File: config.mk
export PLATFORM = sky130hd
export DESIGN_NAME = expr_char_class
export DESIGN_NICKNAME = d
export VERILOG_FILES = /design/src/rtl/expr_pkg.sv /design/src/rtl/expr_char_class.sv
export SDC_FILE = /design/constraint.sdc
export NUM_CORES = 1
export LEC_CHECK = 0
export ABC_CLOCK_PERIOD_IN_PS = 1600
export CORE_AREA = 2 2 39 41
export DETAILED_ROUTE_END_ITERATION = 8
export DIE_AREA = 0 0 41 43
export GPL_TIMING_DRIVEN = 1
export RECOVER_POWER = 50
export SLEW_MARGIN = 20
export SYNTH_ARGS = -nofsm -noshare
export SYNTH_HDL_FRONTEND = slang
export SYNTH_SLANG_ARGS = --single-unit
File: constraint.sdc
create_clock -name vclk -period 1.6
set_input_delay 0.32 -clock vclk [all_inputs]
set_output_delay 0.32 -clock vclk [all_outputs]
set_load 0.01 [all_outputs]
File: src/rtl/expr_pkg.sv
// Shared types and constants for the streaming expression checker.
// Latency: n/a (declarations only).
// Backpressure: n/a.
package expr_pkg;

  // Checker states. S_OPND expects an operand (digit or '('), S_NUM is inside
  // a number, S_CLOSE follows a ')', S_ERR is absorbing until clr.
  typedef enum logic [1:0] {
    S_OPND  = 2'd0,
    S_NUM   = 2'd1,
    S_CLOSE = 2'd2,
    S_ERR   = 2'd3
  } state_t;

  // One-hot character class produced by expr_char_class.
  typedef struct packed {
    logic digit;
    logic op;
    logic open;
    logic close;
    logic other;
  } cls_t;

  // ASCII constants.
  localparam logic [7:0] CH_0     = 8'h30;
  localparam logic [7:0] CH_9     = 8'h39;
  localparam logic [7:0] CH_PLUS  = 8'h2B;
  localparam logic [7:0] CH_MINUS = 8'h2D;
  localparam logic [7:0] CH_STAR  = 8'h2A;
  localparam logic [7:0] CH_SLASH = 8'h2F;
  localparam logic [7:0] CH_LP    = 8'h28;
  localparam logic [7:0] CH_RP    = 8'h29;

  // Bit positions inside the operator-enable mask.
  localparam int OPB_ADD = 0;
  localparam int OPB_SUB = 1;
  localparam int OPB_MUL = 2;
  localparam int OPB_DIV = 3;

endpackage

File: src/rtl/expr_char_class.sv
// Combinational ASCII classifier: DIGIT / OP / OPEN / CLOSE / OTHER, one-hot.
// Latency: 0 cycles (pure combinational).
// Backpressure: none; result is valid whenever the input is.
//
// Ports:
//   in      [7:0]  ASCII character
//   op_mask [3:0]  operator enables (bit0 '+', bit1 '-', bit2 '*', bit3 '/')
//   cls            one-hot class; a disabled operator classifies as OTHER
module expr_char_class
  import expr_pkg::*;
(
  input  logic [7:0] in,
  input  logic [3:0] op_mask,
  output cls_t       cls
);

  logic is_digit;
  logic is_op;
  logic is_open;
  logic is_close;

  always_comb begin
    is_digit = (in >= CH_0) && (in <= CH_9);
    is_op    = ((in == CH_PLUS)  && op_mask[OPB_ADD]) ||
               ((in == CH_MINUS) && op_mask[OPB_SUB]) ||
               ((in == CH_STAR)  && op_mask[OPB_MUL]) ||
               ((in == CH_SLASH) && op_mask[OPB_DIV]);
    is_open  = (in == CH_LP);
    is_close = (in == CH_RP);

    cls.digit = is_digit;
    cls.op    = is_op;
    cls.open  = is_open;
    cls.close = is_close;
    cls.other = !(is_digit || is_op || is_open || is_close);
  end

endmodule

==> results of run 1 <==
cell type report:
class                      instances  area [sq um]  area share, %
multi-input combinational         16           151           50.0
timing repair buffer              19           131           43.4
tap                               16          20.0           6.61
kinds of logic after synthesis:
| family | share of synthesized area (%) |
|---|---|
| and+or+nand+nor | 49.6 |
| AOI/OAI and AO/OA | 18.9 |
| buffers and inverters | 18.9 |
| muxes | 12.6 |
timing repair:
item	CTS	global route
resized for setup	39	10
pin swaps	7	3
setup endpoints to repair	5	5
tightest hold or removal path, delay by kind of cell:
kind	cells	cell delay (ns)
buffers and inverters	2	0.24
AND/OR/NAND/NOR	1	0.05
per-stage QoR:
step	TNS, ns	setup WS [ns]
2_1_floorplan	0	0.295
3_3_place_gp	-3.25	-0.708
3_5_place_dp	-3.23	-0.726
4_1_cts	-0.0377	-0.0377
5_1_grt	0	0.00235
6_report	0	0.0550
power by group through the flow:
stage | Sequential (mW) | Combinational (mW) | Clock (mW)
after detailed placement | 0 | 0.0604 | 0
after global routing | 0 | 0.0580 | 0
after CTS | 0 | 0.0546 | 0
after global placement | 0 | 0.0601 | 0
after floorplan | 0 | 0.0174 | 0
final | 0 | 0.0537 | 0
routing by layer:
layer	vias to the layer above	wire length [microns]	global-route usage [%]
li1	103	-	-
met1	89	139	4.43
met2	7	295	11.6
met3	0	40	0.524
met4	0	0	0
met5	-	0	0
worst min path at each step:
stage	endpoint	slack [ns]	cells after the start
CTS	cls[2]	1.03	3
global placement	cls[2]	1.70	3
detailed placement	cls[2]	1.70	3
global route	cls[2]	0.96	3
floorplan	cls[0]	0.73	1
finish	cls[2]	0.93	3
cells in the final DEF, fill, tap and decap left out:
cell type,count
buf_6,1
or3b_4,1
dlygate4sd2_1,6
clkbuf_2,6
o21a_1,1
nor3b_2,1
nor4b_2,1
clkdlybuf4s15_1,1
nand3_1,1
nand2_1,1
nor3b_4,1
o22ai_2,1
nor2_1,1
and3_1,1
mux2i_1,2
o31ai_2,1
nand3b_1,1
buf_4,1
buf_2,4
a21oi_2,1
and2_1,1
==> metrics.yaml, run 1 <==
status:
  status: "finished, final reports clean"
sta:
  period_needed_ns: 1.55
  maxSlewViolCount: 0
  setup_viol: 0
  hold_violations: 0
  worst_pin_slew_ns: 0.273
  fmax_mhz: 647
  rsz0062_at_grt: "no"
  slew_headroom_pct: 81.7
  hold_ws_ns: 0.926
  finalCritPeriodShare_pct: 96.6
global_routing:
  overflow: 0
  antenna_found_initial: 0
  grt_pass1_vias: 169
  grt_pass1_wl_microns: 676
  grt_start_max_net_pins: 5
  grt_use_total_pct: 5.19
die:
  coreArea_sq_um: 1380
  boundaryPins: 17
  die-area_sq_um: 1760
  rows: 14
  dieWidth_microns: 41
  die_h_microns: 43
  start_util_pct: 11.5
hold_path:
  hold_path_class: "in2out"
  holdCritStartpoint: "in[0]"
yosys:
  yosysMostFrequentCell: "buf_4"
  netlist_area_sq_um: 159
  synth_warnings: 0
  synth_cell_types: 16
  synth.net_count: 32
  synth_top_area_share_pct: 18.9
  yosysSeqAreaShare_pct: 0
  synth_commonest_cells: "buf_4 (4), mux2i_1 (2)"
  synthCells: 20
  synth_area_leaders: "buf_4 (19%), mux2i_1 (13%), nor4b_2 (9.4%), nor3b_2 (7.9%), or3b_4 (7.1%)"
  yosysTopAreaCell: "buf_4"
  syn_area_per_cell_sq_um: 7.95
power:
  vdd_drop_max_v: 0.0000215
  p_int_mw: 0.0310
  combPwrFrac_pct: 100.0
  power.switching_mw: 0.0227
  total_power_mw: 0.0537
  power_frac_seq_pct: 0
  power.share.clock_pct: 0
  swShare_pct: 42.3
  p_leak_nw: 0.138
  powerDensity_nw_per_um2: 177
drt:
  vias_per_cell: 3.90
  wl_microns: 475
  vias: 199
  drc: 0
  ant_nets: 0
  drtPass1Iterations: 1
  drt_iter0_drc: 0
  wire_per_inst_microns: 9.31
worst_setup_path:
  crit_type: "in2out"
  crit_path_end: "cls[0]"
  crit_arrival_ns: 1.23
  crit_slowest_cell: "or3b_4"
  worstPathCellList: "clkdlybuf4s15_1, or3b_4, a21oi_2, o31ai_2, buf_2"
  start_kind: "primary input"
  critPathBufInv: 2
  path_delay_family: "simple AND/OR/NAND/NOR gates"
  worst_setup_path_end_kind: "primary output"
  worst_path_largest_cell_delay_ns: 0.39
  critical_path.startpoint: "in[5]"
  path_depth: 5
  cp_data_required_time_ns: 1.28
  cp_max_fo: 2
placement:
  io_buffers: 17
  gp_congestion: 0.596
  place_inst: 51
  postPlaceCellArea_sq_um: 334
  dp_hpwl_microns: 380
final_layout:
  final_cell_area_sq_um: 303
  insertedDiodeCount: 0
  n_sequential_cell: 0
  utilization_pct: 21.9
  nets: 49
  nClkBuffers: 0
  final-seq-area_sq_um: 0
  stdcell_count: 51
  fillCellCount: 170
  drive_gt1_share_pct: 54.3
  syn2layout_area_growth_pct: 90.6
clock_network:
  hold_buffers: 0
  post_cts_buffers: 0
run:
  maxCapViolCount: 0
Power figures use the tool's default switching activity.
==> run 2, diff against run 1 <==
--- a/config.mk
+++ b/config.mk
@@ -10,6 +10,7 @@
 export DETAILED_ROUTE_END_ITERATION = 8
 export DIE_AREA = 0 0 41 43
 export GPL_TIMING_DRIVEN = 1
+export MAX_ROUTING_LAYER = met4
 export RECOVER_POWER = 50
 export SLEW_MARGIN = 20
 export SYNTH_ARGS = -nofsm -noshare
==> results of run 2 <==
Same layout as run 1: the final DEF is identical, and so are final timing and power.
Among the figures that moved: final weighted congestion in routability-driven placement 0.596 -> 0.600; overall routing resource usage 5.19% -> 5.32%
